### src/rtl/priority_encoder_8to3.sv
// priority_encoder_8to3: edge-detects up to 8 request lines into a sticky
// pending register and issues their binary indices one at a time, in
// priority order, over a valid/ready handshake.
//
// Ports:
//   clk          rising-edge clock
//   rst          asynchronous, active-high reset
//   enable       1 = capture new events and issue codes, 0 = freeze both
//   req_in[7:0]  request lines, each rising edge is one event
//   ready_in     consumer accepts code_out this cycle
//   code_out     binary index of the issued request (registered)
//   valid_out    code_out is valid (registered)
//   pending_out  current pending register
//   pending_cnt  population count of pending_out (combinational, 0..8)
//   overflow     one-cycle pulse when an event merges into a pending bit
module priority_encoder_8to3 #(
  parameter bit HIGH_FIRST = 1'b1
) (
  input  logic       clk,
  input  logic       rst,
  input  logic       enable,
  input  logic [7:0] req_in,
  input  logic       ready_in,
  output logic [2:0] code_out,
  output logic       valid_out,
  output logic [7:0] pending_out,
  output logic [3:0] pending_cnt,
  output logic       overflow
);

  localparam int unsigned N_REQ  = 8;
  localparam int unsigned CODE_W = 3;
  localparam int unsigned CNT_W  = 4;

  typedef enum logic {
    IDLE,
    PRESENT
  } state_t;

  state_t              state, state_nxt;
  logic [N_REQ-1:0]    req_q;
  logic [N_REQ-1:0]    pending, pending_nxt;
  logic [CODE_W-1:0]   code_nxt;
  logic                valid_nxt;
  logic                overflow_nxt;

  logic [N_REQ-1:0]    ev;
  logic [N_REQ-1:0]    set_mask;
  logic [N_REQ-1:0]    clr_mask;
  logic [CODE_W-1:0]   sel;
  logic                load;

  // Priority select from the registered pending value only.
  always_comb begin
    sel = '0;
    if (HIGH_FIRST) begin
      for (int i = 0; i < int'(N_REQ); i++)
        if (pending[i]) sel = CODE_W'(i);
    end else begin
      for (int i = int'(N_REQ) - 1; i >= 0; i--)
        if (pending[i]) sel = CODE_W'(i);
    end
  end

  // Population count of the pending register.
  always_comb begin
    pending_cnt = '0;
    for (int i = 0; i < int'(N_REQ); i++)
      pending_cnt = pending_cnt + CNT_W'(pending[i]);
  end

  // Next-state, pending update and registered-output values.
  always_comb begin
    state_nxt    = state;
    code_nxt     = code_out;
    valid_nxt    = 1'b0;
    overflow_nxt = 1'b0;
    ev           = req_in & ~req_q;
    set_mask     = enable ? ev : '0;
    // A new code is loaded from IDLE, or back-to-back when the held one is taken.
    load         = enable && (pending != '0) && ((state == IDLE) || ready_in);
    clr_mask     = load ? (N_REQ'(1) << sel) : '0;
    // Set after clear: an event on the bit being loaded re-queues it.
    pending_nxt  = (pending & ~clr_mask) | set_mask;
    overflow_nxt = enable && ((ev & pending & ~clr_mask) != '0);

    if (load) code_nxt = sel;

    case (state)
      IDLE:    if (load) state_nxt = PRESENT;
      PRESENT: if (ready_in && !load) state_nxt = IDLE;
      default: state_nxt = IDLE;
    endcase

    valid_nxt = (state_nxt == PRESENT);
  end

  // State and output registers.
  always_ff @(posedge clk or posedge rst) begin
    if (rst) begin
      state     <= IDLE;
      req_q     <= '0;
      pending   <= '0;
      code_out  <= '0;
      valid_out <= 1'b0;
      overflow  <= 1'b0;
    end else begin
      state     <= state_nxt;
      req_q     <= req_in;
      pending   <= pending_nxt;
      code_out  <= code_nxt;
      valid_out <= valid_nxt;
      overflow  <= overflow_nxt;
    end
  end

  assign pending_out = pending;

endmodule

### config.mk
export PLATFORM = sky130hd
export DESIGN_NAME = priority_encoder_8to3
export DESIGN_NICKNAME = d
export VERILOG_FILES = /design/src/rtl/priority_encoder_8to3.sv
export SDC_FILE = /design/constraint.sdc
export NUM_CORES = 1
export LEC_CHECK = 0
export BUFFER_PORTS_ARGS = -buffer_cell sky130_fd_sc_hd__buf_4
export CAP_MARGIN = 10
export CORE_ASPECT_RATIO = 0.9
export CORE_MARGIN = 2
export CORE_UTILIZATION = 50
export DETAILED_ROUTE_END_ITERATION = 10
export GPL_TIMING_DRIVEN = 1
export HOLD_SLACK_MARGIN = 0.05
export PLACE_DENSITY = 0.76
export SLEW_MARGIN = 10
export SYNTH_ARGS = -nofsm -noshare
export SYNTH_HDL_FRONTEND = slang
export SYNTH_SLANG_ARGS = --single-unit
### constraint.sdc
create_clock -name clk -period 6.2 [get_ports clk]
set_clock_uncertainty 0.1 [all_clocks]
set_input_delay 0.62 -clock clk [delete_from_list [all_inputs] [get_ports clk]]
set_output_delay 0.62 -clock clk [all_outputs]
set_load 0.01 [all_outputs]
==> out/qor.yml, run 1 <==
logic_synthesis:
  synth_cells: 106
  ys_seq_area_frac: 0.4719
  synth_most_common_cell: "dfrtp_1"
  ys_warn_count: 0
  synthDistinctLibCells: 31
  ys_seq_elements: 21
  syn-num-nets: 126
  synthArstFlopShare: 1.000
  synth_flop_cell: "dfrtp_1"
  synth_area_leaders: "dfrtp_1 47%, fa_1 7.2%, inv_1 6.1%"
  yosysTopAreaCell: "dfrtp_1"
  syn_area_per_cell_um2: 10.51
  synth_edf_count: 0
  ys_top_cells_by_count: "21 x dfrtp_1, 18 x inv_1, 10 x nand2_1"
  netlist_area_um2: 1114
  synth.top_cell.area_share: 0.4719
route:
  vias: 895
  wl_met1_um: 1029
  met3_length_um: 79
  route.top_layer_used: "met4"
  ant_nets: 0
  viasPerCell: 5.457
  wl_per_cell_um: 13.67
  firstDrtPassIters: 4
  drc: 0
  drtIter0Drc: 11
  routed_wl_um: 2242
  met2WireLength_um: 1122
finish:
  area_growth_pct: 24.04
  layout.nets: 158
  diodes: 0
  multi_input_area_um2: 516.7
  fill_cells: 184
  final-seq-area_um2: 525.5
  drive_above_1_share: 0.2701
status:
  status: "finished, final reports clean"
die:
  ios: 29
  coreArea_um2: 2142
  die_w_um: 53.75
  start_util: 0.5199
  dieArea_um2: 2621
  num_rows: 16
  dieHeight_um: 48.77
sta:
  fmax_mhz: 253.3
  setup_tns_ns: 0
  fin_ws_ns: 2.253
  layout_min_cycle_time_ns: 3.947
  setup_viol: 0
  rsz0062_at_grt: "no"
  slew_violations: 0
  final-hold-violation-count: 0
  worst_pin_slew_ns: 0.7865
  max_slew_margin: 0.4751
  layout_worst_path_cycle_share: 0.6367
clock_network:
  cts_sinks: 21
  cts.htree.levels: 1
  ctsResizeCount: 0
  cts_hold_buffers: 0
  cts_tree: "yes"
  clk_pin_slew_worst_paths_ns: 0.11
  max-clock-path-buffers: 2
  numCtsBuffers: 3
  cts_root_buf: "clkbuf_4"
  cts_setup_buffers: 0
  clk_latency_ns: 0.30
critical_path:
  cp_max_fo: 7
  startpoint_type: "register"
  cp.required_ns: 5.48
  crit_arrival_ns: 3.23
  worstSetupPathType: "register to output pin"
  crit_path_end_kind: "output pin"
global_routing:
  gr-usage-all-layers: 0.2071
  antenna_found_initial: 0
  grt_pass1_vias: 895
  grt_max_degree: 22
  overflow: 0
  grt_pass1_wl_um: 4008
power:
  p_leak_nw: 0.6657
  p_per_area_nw_per_um2: 364.0
  vdd_drop_max_v: 0.0002770
run:
  maxCapViolCount: 0
placed_design:
  dp_slack_ns: 2.606
  io_buffers: 28
  gp_congestion: 0.8264
  dp_hpwl_um: 1757
min_path:
  hold_path.class: "input pin to register"
==> routing by layer <==
metal	GRT usage	vias up
li1	-	424
met4	0.05128	0
met1	0.2969	448
met3	0.03681	2
met5	0	-
met2	0.3232	21
==> cell type report <==
cell class,instances,area share
Timing Repair Buffer,28,0.1522
Clock buffer,3,0.01630
Sequential cell,21,0.3804
Inverter,18,0.04891
Multi-Input combinational cell,66,0.3741
Tap cell,27,0.02446
Clock inverter,1,0.003623
==> path summary, 6_finish.rpt <==
kind | from | end | slack [ns] | cells past startpoint
max | pending_out[1] | pending_cnt[2] | 2.25 | 10
min reg2reg | code_out[1] | code_out[1] | 0.40 | 2
max reg2reg | pending_out[7] | overflow | 4.28 | 5
max in group asynchronous | rst | pending_out[1] | 5.16 | 2
min | req_in[1] | req_q[1] | 0.32 | 1
min in group asynchronous | rst | req_q[0] | 0.35 | 2
==> worst max-delay path: stages, from the launching register on <==
cell	delay, ns
dfrtp_1	0.49
fa_1	0.54
inv_1	0.05
fa_1	0.49
fa_1	0.42
inv_1	0.07
ha_1	0.16
inv_1	0.05
fa_1	0.37
xnor2_1	0.16
buf_4	0.14
==> flip-flops by register name (all words and copies together), names as in the netlist <==
register and count:
code_out 3, overflow 1, pending_out 8, req_q 8
state 1
==> layout by cell type, fill, tap and decap left out <==
cell type | netlist | final
a21oi_1 | 5 | 5
a22o_1 | 2 | 2
a311oi_1 | 1 | 1
a32o_1 | 2 | 2
a32oi_1 | 1 | 1
buf_4 | 0 | 28
clkbuf_4 | 0 | 3
clkinv_2 | 0 | 1
dfrtp_1 | 21 | 21
fa_1 | 4 | 4
ha_1 | 4 | 4
inv_1 | 18 | 18
nand2_1 | 10 | 10
nand2b_1 | 3 | 3
nand3_1 | 4 | 4
nand3_4 | 1 | 1
nand3b_1 | 1 | 1
nand4_1 | 2 | 2
nor2_1 | 1 | 1
nor2b_1 | 6 | 6
nor3_1 | 1 | 1
nor3b_1 | 1 | 1
nor4_4 | 1 | 1
o211ai_1 | 1 | 1
o21ai_0 | 5 | 5
o21ai_1 | 3 | 3
o22ai_1 | 1 | 1
o311ai_2 | 1 | 1
o31a_1 | 1 | 1
o31ai_1 | 1 | 1
o41ai_2 | 1 | 1
or2_2 | 1 | 1
xnor2_1 | 1 | 1
==> cell families (layout without fill, tap and decap cells) <==
group,Yosys count,after routing,synth area share
compound gates,25,25,0.1641
simple gates,32,32,0.1753
flops,21,21,0.4719
xor+xnor,1,1,0.007867
fa+ha+maj,8,8,0.1169
buf+inv,19,50,0.06404
==> report_power, final <==
part,internal [W],leakage (nW),switching [W]
combinational,0.000134,0.412,0.000128
sequential,0.000154,0.236,0.0000227
clock,0.0000240,0.0177,0.0000399
==> metrics by stage <==
stage | util | instances | area, µm² | hold WS, ns | total power, W
after floorplan | - | 106 | 1114 | 0.3784 | 0.0003256
after global placement | 0.6320 | 160 | 1354 | 0.3749 | 0.0004330
after detailed placement | 0.6320 | 160 | 1354 | 0.3805 | 0.0004432
after CTS | 0.6449 | 164 | 1381 | 0.3132 | 0.0005091
after global routing | 0.6449 | 164 | 1381 | 0.3042 | 0.0005487
final | 0.6449 | 164 | 1381 | 0.3245 | 0.0005028
Power figures use the tool's default switching activity.
==> inputs of run 2 (changes only) <==
==> constraint.sdc (replaced) <==
create_clock -name clk -period 3.99 [get_ports clk]
set_clock_uncertainty 0.1 [all_clocks]
set_input_delay 0.399 -clock clk [delete_from_list [all_inputs] [get_ports clk]]
set_output_delay 0.399 -clock clk [all_outputs]
set_load 0.01 [all_outputs]
==> run 2 against run 1 <==
Compared with the run above: wire length is the same; sequential power grew 56%; global-route usage shrank 0.94 points; critical path depth is the same; cell area is the same; largest power group unchanged.
==> out/qor.yml, run 2 (synthesized netlist as in run 1, its figures left out) <==
die:
  coreArea_um2: 2142  # unchanged
  die_w_um: 53.75  # unchanged
  dieHeight_um: 48.77  # unchanged
  num_rows: 16  # unchanged
  ios: 29  # unchanged
  start_util: 0.5199  # unchanged
  dieArea_um2: 2621  # unchanged
finish:
  area_growth_pct: 24.04  # unchanged
  drive_above_1_share: 0.2701  # unchanged
  mostFrequentLayoutCells: "28 x buf_4, 21 x dfrtp_1, 18 x inv_1, 10 x nand2_1, 6 x nor2b_1"
  layoutNonFillerInstCount: 164  # unchanged
  final_cell_area_um2: 1381  # unchanged
  diodes: 0  # unchanged
  final_common_cell: "buf_4"
  layout.nets: 158  # unchanged
clock_network:
  cts_setup_buffers: 0  # unchanged
  clk_pin_slew_worst_paths_ns: 0.11  # about the same
  max-clock-path-buffers: 2  # unchanged
  ctsResizeCount: 0  # unchanged
  cts_sinks: 21  # unchanged
  cts_tree: "yes"
  cts_root_buf: "clkbuf_4"
  cts_hold_buffers: 0  # unchanged
  clk_latency_ns: 0.31  # about the same
  cts.htree.levels: 1  # unchanged
  numCtsBuffers: 3  # unchanged
critical_path:
  reg2reg_to: "overflow"
  r2r_setup_slack_ns: 2.05  # -2.23 ns
  crit_start: "pending_out[1]"
  reg2reg_depth: 5  # unchanged
  cp.required_ns: 3.49  # -1.99 ns
  startpoint_type: "register"
  crit_arrival_ns: 3.26  # +0.03 ns
  cp_max_fo: 7  # unchanged
  crit_path_end: "pending_cnt[2]"
  crit_path_end_kind: "output pin"
  r2r_start: "pending_out[7]"
  worstSetupPathType: "register to output pin"
global_routing:
  grt_pass1_wl_um: 3836  # -4.3%
  overflow: 0  # unchanged
  grt_max_degree: 22  # unchanged
  grt_pass1_vias: 885  # -1.1%
  antenna_found_initial: 0  # unchanged
  gr-usage-all-layers: 0.1977  # -0.009374
power:
  switching_share: 0.3845  # +0.004489
  p_per_area_nw_per_um2: 569.8  # +57%
  power_switching_w: 0.0003026  # +58%
  vdd_drop_max_v: 0.0004761  # +72%
  seqPwrFrac: 0.348  # -0.003
  p_int_w: 0.0004845  # +55%
  combPwrFrac: 0.521  # about the same
  clockPowerShare: 0.130  # +0.003
  p_leak_nw: 0.6657  # unchanged
placed_design:
  place_inst: 160  # unchanged
  gp_congestion: 0.8264  # unchanged
  dp_hpwl_um: 1769  # +0.71%
  dp_slack_ns: 0.5760  # -2.030 ns
  io_buffers: 28  # unchanged
  dpl-instance-area_um2: 1354  # unchanged
run:
  maxCapViolCount: 0  # unchanged
sta:
  fin_ws_ns: 0.2285  # -2.024 ns
  worst_pin_slew_ns: 0.7847  # -0.001807 ns
  layout_worst_path_cycle_share: 0.9427
  setup_tns_ns: 0  # unchanged
  rsz0062_at_grt: "no"
  layout_min_cycle_time_ns: 3.762
  slew_violations: 0  # unchanged
  final-hold-violation-count: 0  # unchanged
  setup_viol: 0  # unchanged
  max_slew_margin: 0.4763  # +0.001206
  timing.hold.ws_ns: 0.09458  # -0.2299 ns
  fmax_mhz: 265.8
route:
  ant_nets: 0  # unchanged
  drtIter0Drc: 16  # +5
  viasPerCell: 5.366  # -1.7%
  drc: 0  # unchanged
  routed_wl_um: 2242  # unchanged
  firstDrtPassIters: 4  # unchanged
  vias: 880  # -1.7%
  wl_per_cell_um: 13.67  # unchanged
status:
  status: "finished, final reports clean"
min_path:
  hold_path.class: "input pin to register"
  hp-start: "req_in[2]"
-- run 2: critical path, stage by stage (launching register included) --
cell,delay (ns)
dfrtp_1,0.49
fa_1,0.54
inv_1,0.05
fa_1,0.49
fa_1,0.42
inv_1,0.07
ha_1,0.15
inv_1,0.05
fa_1,0.37
xnor2_1,0.18
buf_4,0.15
-- run 2: layer usage --
| metal | vias to the layer above | global-route usage | share of wire |
|---|---|---|---|
| met3 | 5 | 0.03681 | 0.033 |
| met2 | 20 | 0.3110 | 0.49 |
| met5 | - | 0 | 0 |
| li1 | 427 | - | - |
| met1 | 428 | 0.2727 | 0.46 |
| met4 | 0 | 0.06410 | 0.017 |
-- run 2: how the worst min path moves through the flow --
stage,endpoint,slack (ns),depth (start not counted)
2_1_floorplan,code_out[0],0.28,1
3_3_place_gp,code_out[1],0.37,2
3_5_place_dp,code_out[1],0.38,2
4_1_cts,req_q[2],0.09,1
5_1_grt,req_q[1],0.08,1
6_report,req_q[2],0.09,1
-- run 2: area by class of cell --
cell class	count	area [µm²]
fillers	183	760.7
repair buffers	28	210.2
flip-flops and latches	21	525.5
clock buffers	3	22.52
clock inverters	1	5.005
well taps	27	33.78
multi-input cells	66	516.7
inverters	18	67.56
-- run 2: power groups by stage --
stage / combinational (W) / clock [W] / sequential [W]
detailed placement: 0.000413 / 0 / 0.000279
floorplan: 0.000224 / 0 / 0.000282
global placement: 0.000396 / 0 / 0.000277
CTS: 0.000416 / 0.000105 / 0.000274
global route: 0.000457 / 0.000114 / 0.000280
finish: 0.000410 / 0.000103 / 0.000274
-- run 2: metrics by stage --
step	total power [W]	utilization
after floorplan	0.0005059	-
after global placement	0.0006728	0.6320
after detailed placement	0.0006921	0.6320
after CTS	0.0007952	0.6449
after global routing	0.0008517	0.6449
final	0.0007871	0.6449
==> inputs of run 3 (changes only) <==
--- a/config.mk
+++ b/config.mk
@@ -5,6 +5,7 @@
 export SDC_FILE = /design/constraint.sdc
 export NUM_CORES = 1
 export LEC_CHECK = 0
+export ABC_AREA = 1
 export BUFFER_PORTS_ARGS = -buffer_cell sky130_fd_sc_hd__buf_4
 export CAP_MARGIN = 10
 export CORE_ASPECT_RATIO = 0.9
@@ -13,7 +14,7 @@
 export DETAILED_ROUTE_END_ITERATION = 10
 export GPL_TIMING_DRIVEN = 1
 export HOLD_SLACK_MARGIN = 0.05
-export PLACE_DENSITY = 0.76
+export PLACE_DENSITY = 0.75
 export SLEW_MARGIN = 10
 export SYNTH_ARGS = -nofsm -noshare
 export SYNTH_HDL_FRONTEND = slang
==> run 3 against run 2 <==
Compared with the run above: sequential share of layout area decreased by 3.4 points; cell area rose by 10%; critical endpoint unchanged; wire length grew 7.7%; global-route usage is 0.85 points lower; core utilization down 1.8 points; non-clock buffer count is the same; total power grew 27%; sequential power grew 4%; worst setup slack better by 0.078 ns; cell count is 22% higher; count of clock-buffer cells in the layout increased by 1.
==> out/qor.yml, run 3 <==
sta:
  slew_violations: 0  # unchanged
  timing.hold.ws_ns: 0.1055  # +0.01088 ns
  layout_min_cycle_time_ns: 3.683  # -0.07819 ns
  fmax_mhz: 271.5  # +2.1%
  max_slew_margin: 0.4567  # -0.01962
  setup_viol: 0  # unchanged
  rsz0062_at_grt: "no"
  final-hold-violation-count: 0  # unchanged
  setup_tns_ns: 0  # unchanged
  layout_worst_path_cycle_share: 0.9231  # -0.01960
  worst_pin_slew_ns: 0.8141  # +0.02940 ns
logic_synthesis:
  netlist_area_um2: 1261  # +13%
  synthArstFlopShare: 1.000  # unchanged
  syn_area_per_cell_um2: 8.945  # -15%
  synth_compound_gate_area_share: 0.08234  # -0.08170
  yosysTopAreaCell: "dfrtp_1"
  syn-num-nets: 161  # +28%
  synth_flop_cell: "dfrtp_1"
  ys_seq_area_frac: 0.4167  # -0.05524
  synth_most_common_cell: "nand2_1"
  synthDistinctLibCells: 25  # -19%
  synth_edf_count: 0  # unchanged
  synth.area.mux_share: 0  # unchanged
  synth_area_leaders: "dfrtp_1 42%, nand2_1 9.5%, inv_1 7.4%"
  synth_cells: 141  # +33%
  ys_warn_count: 0  # unchanged
  synthAdderAreaFrac: 0.1032  # -0.01368
  yosys.area_share.simple: 0.2817  # +0.1065
  synth.top_cell.area_share: 0.4167  # -0.05524
  synth_top_family_by_area: "simple AND/OR/NAND/NOR gates"
  ys_top_cells_by_count: "32 x nand2_1, 25 x inv_1, 21 x dfrtp_1"
  synth_xor_area_frac: 0.006944  # -0.0009207
  ys_seq_elements: 21  # unchanged
placed_design:
  io_buffers: 28  # unchanged
  gp_congestion: 0.8676  # +5.0%
  place_inst: 196  # +23%
  dp_hpwl_um: 1951  # +10%
critical_path:
  path_cells: "fa_1, inv_1, fa_1, fa_1, inv_1, ha_1, inv_1, fa_1, xnor2_1, buf_4"
  critPathMaxStageDelay_ns: 0.55  # about the same
  cp_max_fo: 5  # -2
  crit_path_end_kind: "output pin"
  cp.required_ns: 3.49  # about the same
  crit_arrival_ns: 3.18  # -0.08 ns
  critPathMostFrequentCell: "fa_1"
  startpoint_type: "register"
  worstSetupPathType: "register to output pin"
  slowest_stage: "fa_1"
die:
  ios: 29  # unchanged
  num_rows: 17  # +1
  start_util: 0.5201  # about the same
  dieArea_um2: 2941  # +12%
  coreArea_um2: 2425  # +13%
  dieHeight_um: 51.65  # +5.9%
  die_w_um: 56.94  # +5.9%
power:
  vdd_drop_max_v: 0.0006792  # +43%
  p_per_area_nw_per_um2: 660.6  # +16%
  p_leak_nw: 0.8547  # +28%
status:
  status: "finished, final reports clean"
clock_network:
  cts_sinks: 21  # unchanged
  numCtsBuffers: 3  # unchanged
  clk_latency_ns: 0.30  # about the same
  cts_hold_buffers: 0  # unchanged
  cts.htree.levels: 1  # unchanged
  cts_setup_buffers: 0  # unchanged
  clk_pin_slew_worst_paths_ns: 0.12  # about the same
  cts_root_buf: "clkbuf_4"
  ctsResizeCount: 0  # unchanged
  cts_tree: "yes"
  max-clock-path-buffers: 2  # unchanged
finish:
  final-seq-area_um2: 525.5  # unchanged
  final_common_cell: "nand2_1"
  diodes: 0  # unchanged
  layoutNonFillerInstCount: 200  # +22%
  layout.nets: 193  # +22%
  fill_cells: 221  # +21%
  mostFrequentLayoutCells: "32 x nand2_1, 28 x buf_4, 25 x inv_1, 21 x dfrtp_1, 11 x nor2_1"
  drive_above_1_share: 0.3198  # +0.04969
  multi_input_area_um2: 598.1  # +16%
  area_growth_pct: 20.44
route:
  drc: 0  # unchanged
  drtIter0Drc: 24  # +8
  viasPerCell: 4.810  # -10%
  ant_nets: 0  # unchanged
  vias: 962  # +9.3%
  firstDrtPassIters: 4  # unchanged
  routed_wl_um: 2415  # +7.7%
  wl_per_cell_um: 12.08  # -12%
global_routing:
  grt_pass1_vias: 1010  # +14%
  antenna_found_initial: 0  # unchanged
  overflow: 0  # unchanged
  gr-usage-all-layers: 0.1892  # -0.008471
  grt_pass1_wl_um: 4353  # +13%
  grt_max_degree: 22  # unchanged
min_path:
  hold_path.class: "input pin to register"
run:
  maxCapViolCount: 0  # unchanged
## run 3: cell count changes in the layout (fill, tap and decap cells not counted), sizes merged, moves of 2 or more
cell / before / now
nor2: 1 / 16
a21oi: 5 / 1
nor2b: 6 / 0
nand2b: 3 / 0
inv: 18 / 31
nand2: 10 / 38
a32o: 2 / 0
nand3: 5 / 9
## run 3: power by group
| group | leakage, nW | internal, W | switching, W |
|---|---|---|---|
| clock | 0.0150 | 0.0000389 | 0.0000627 |
| combinational | 0.605 | 0.000298 | 0.000319 |
| sequential | 0.235 | 0.000247 | 0.0000385 |
## run 3: logic make-up after synthesis
family,count (synthesis)
AND/OR/NAND/NOR,65
buffers and inverters,32
flip-flops,21
AO/OA/AOI/OAI,14
adder cells (fa/ha/maj),8
XOR/XNOR,1
## run 3: area by class of cell
class	count	area share
flip-flops and latches	21	0.3460
repair buffers	28	0.1384
well taps	28	0.02306
clock buffers	4	0.01730
inverters	31	0.08155
multi-input cells	88	0.3937
## run 3: critical path, delay by kind of cell, from the launching register on
family | cells | cell delay [ns]
XOR/XNOR | 1 | 0.16
adder cells (fa/ha/maj) | 5 | 1.99
buffers and inverters | 4 | 0.31
flip-flops | 1 | 0.44
## run 3: final timing paths
kind                                start  depth (start not counted)  slack, ns              to
setup / recovery           pending_out[0]                         10       0.31  pending_cnt[2]
min in group asynchronous             rst                          2       0.14        req_q[5]
hold reg to reg               code_out[2]                          2       0.39     code_out[2]
setup reg to reg           pending_out[1]                         12       2.26        overflow
hold / removal                  req_in[6]                          1       0.11        req_q[6]
max in group asynchronous             rst                          2       3.14        req_q[0]
## run 3: metal layers
layer / vias to the layer above / routed length (µm) / track usage
met5: - / 0 / 0
met4: 0 / 23 / 0.05426
met3: 4 / 85 / 0.03234
met2: 19 / 1151 / 0.3142
met1: 443 / 1154 / 0.2560
li1: 496 / - / -
## run 3: stage by stage
stage	total power [W]	worst slack (ns)	area, µm²	utilization
6_report	0.001003	0.3066	1519	0.6264
5_1_grt	0.001097	0.1320	1519	0.6264
4_1_cts	0.001022	0.2684	1519	0.6264
3_5_place_dp	0.0009195	0.5972	1493	0.6156
3_3_place_gp	0.0008937	0.6909	1493	0.6156
2_1_floorplan	0.0006703	0.7084	1261	-
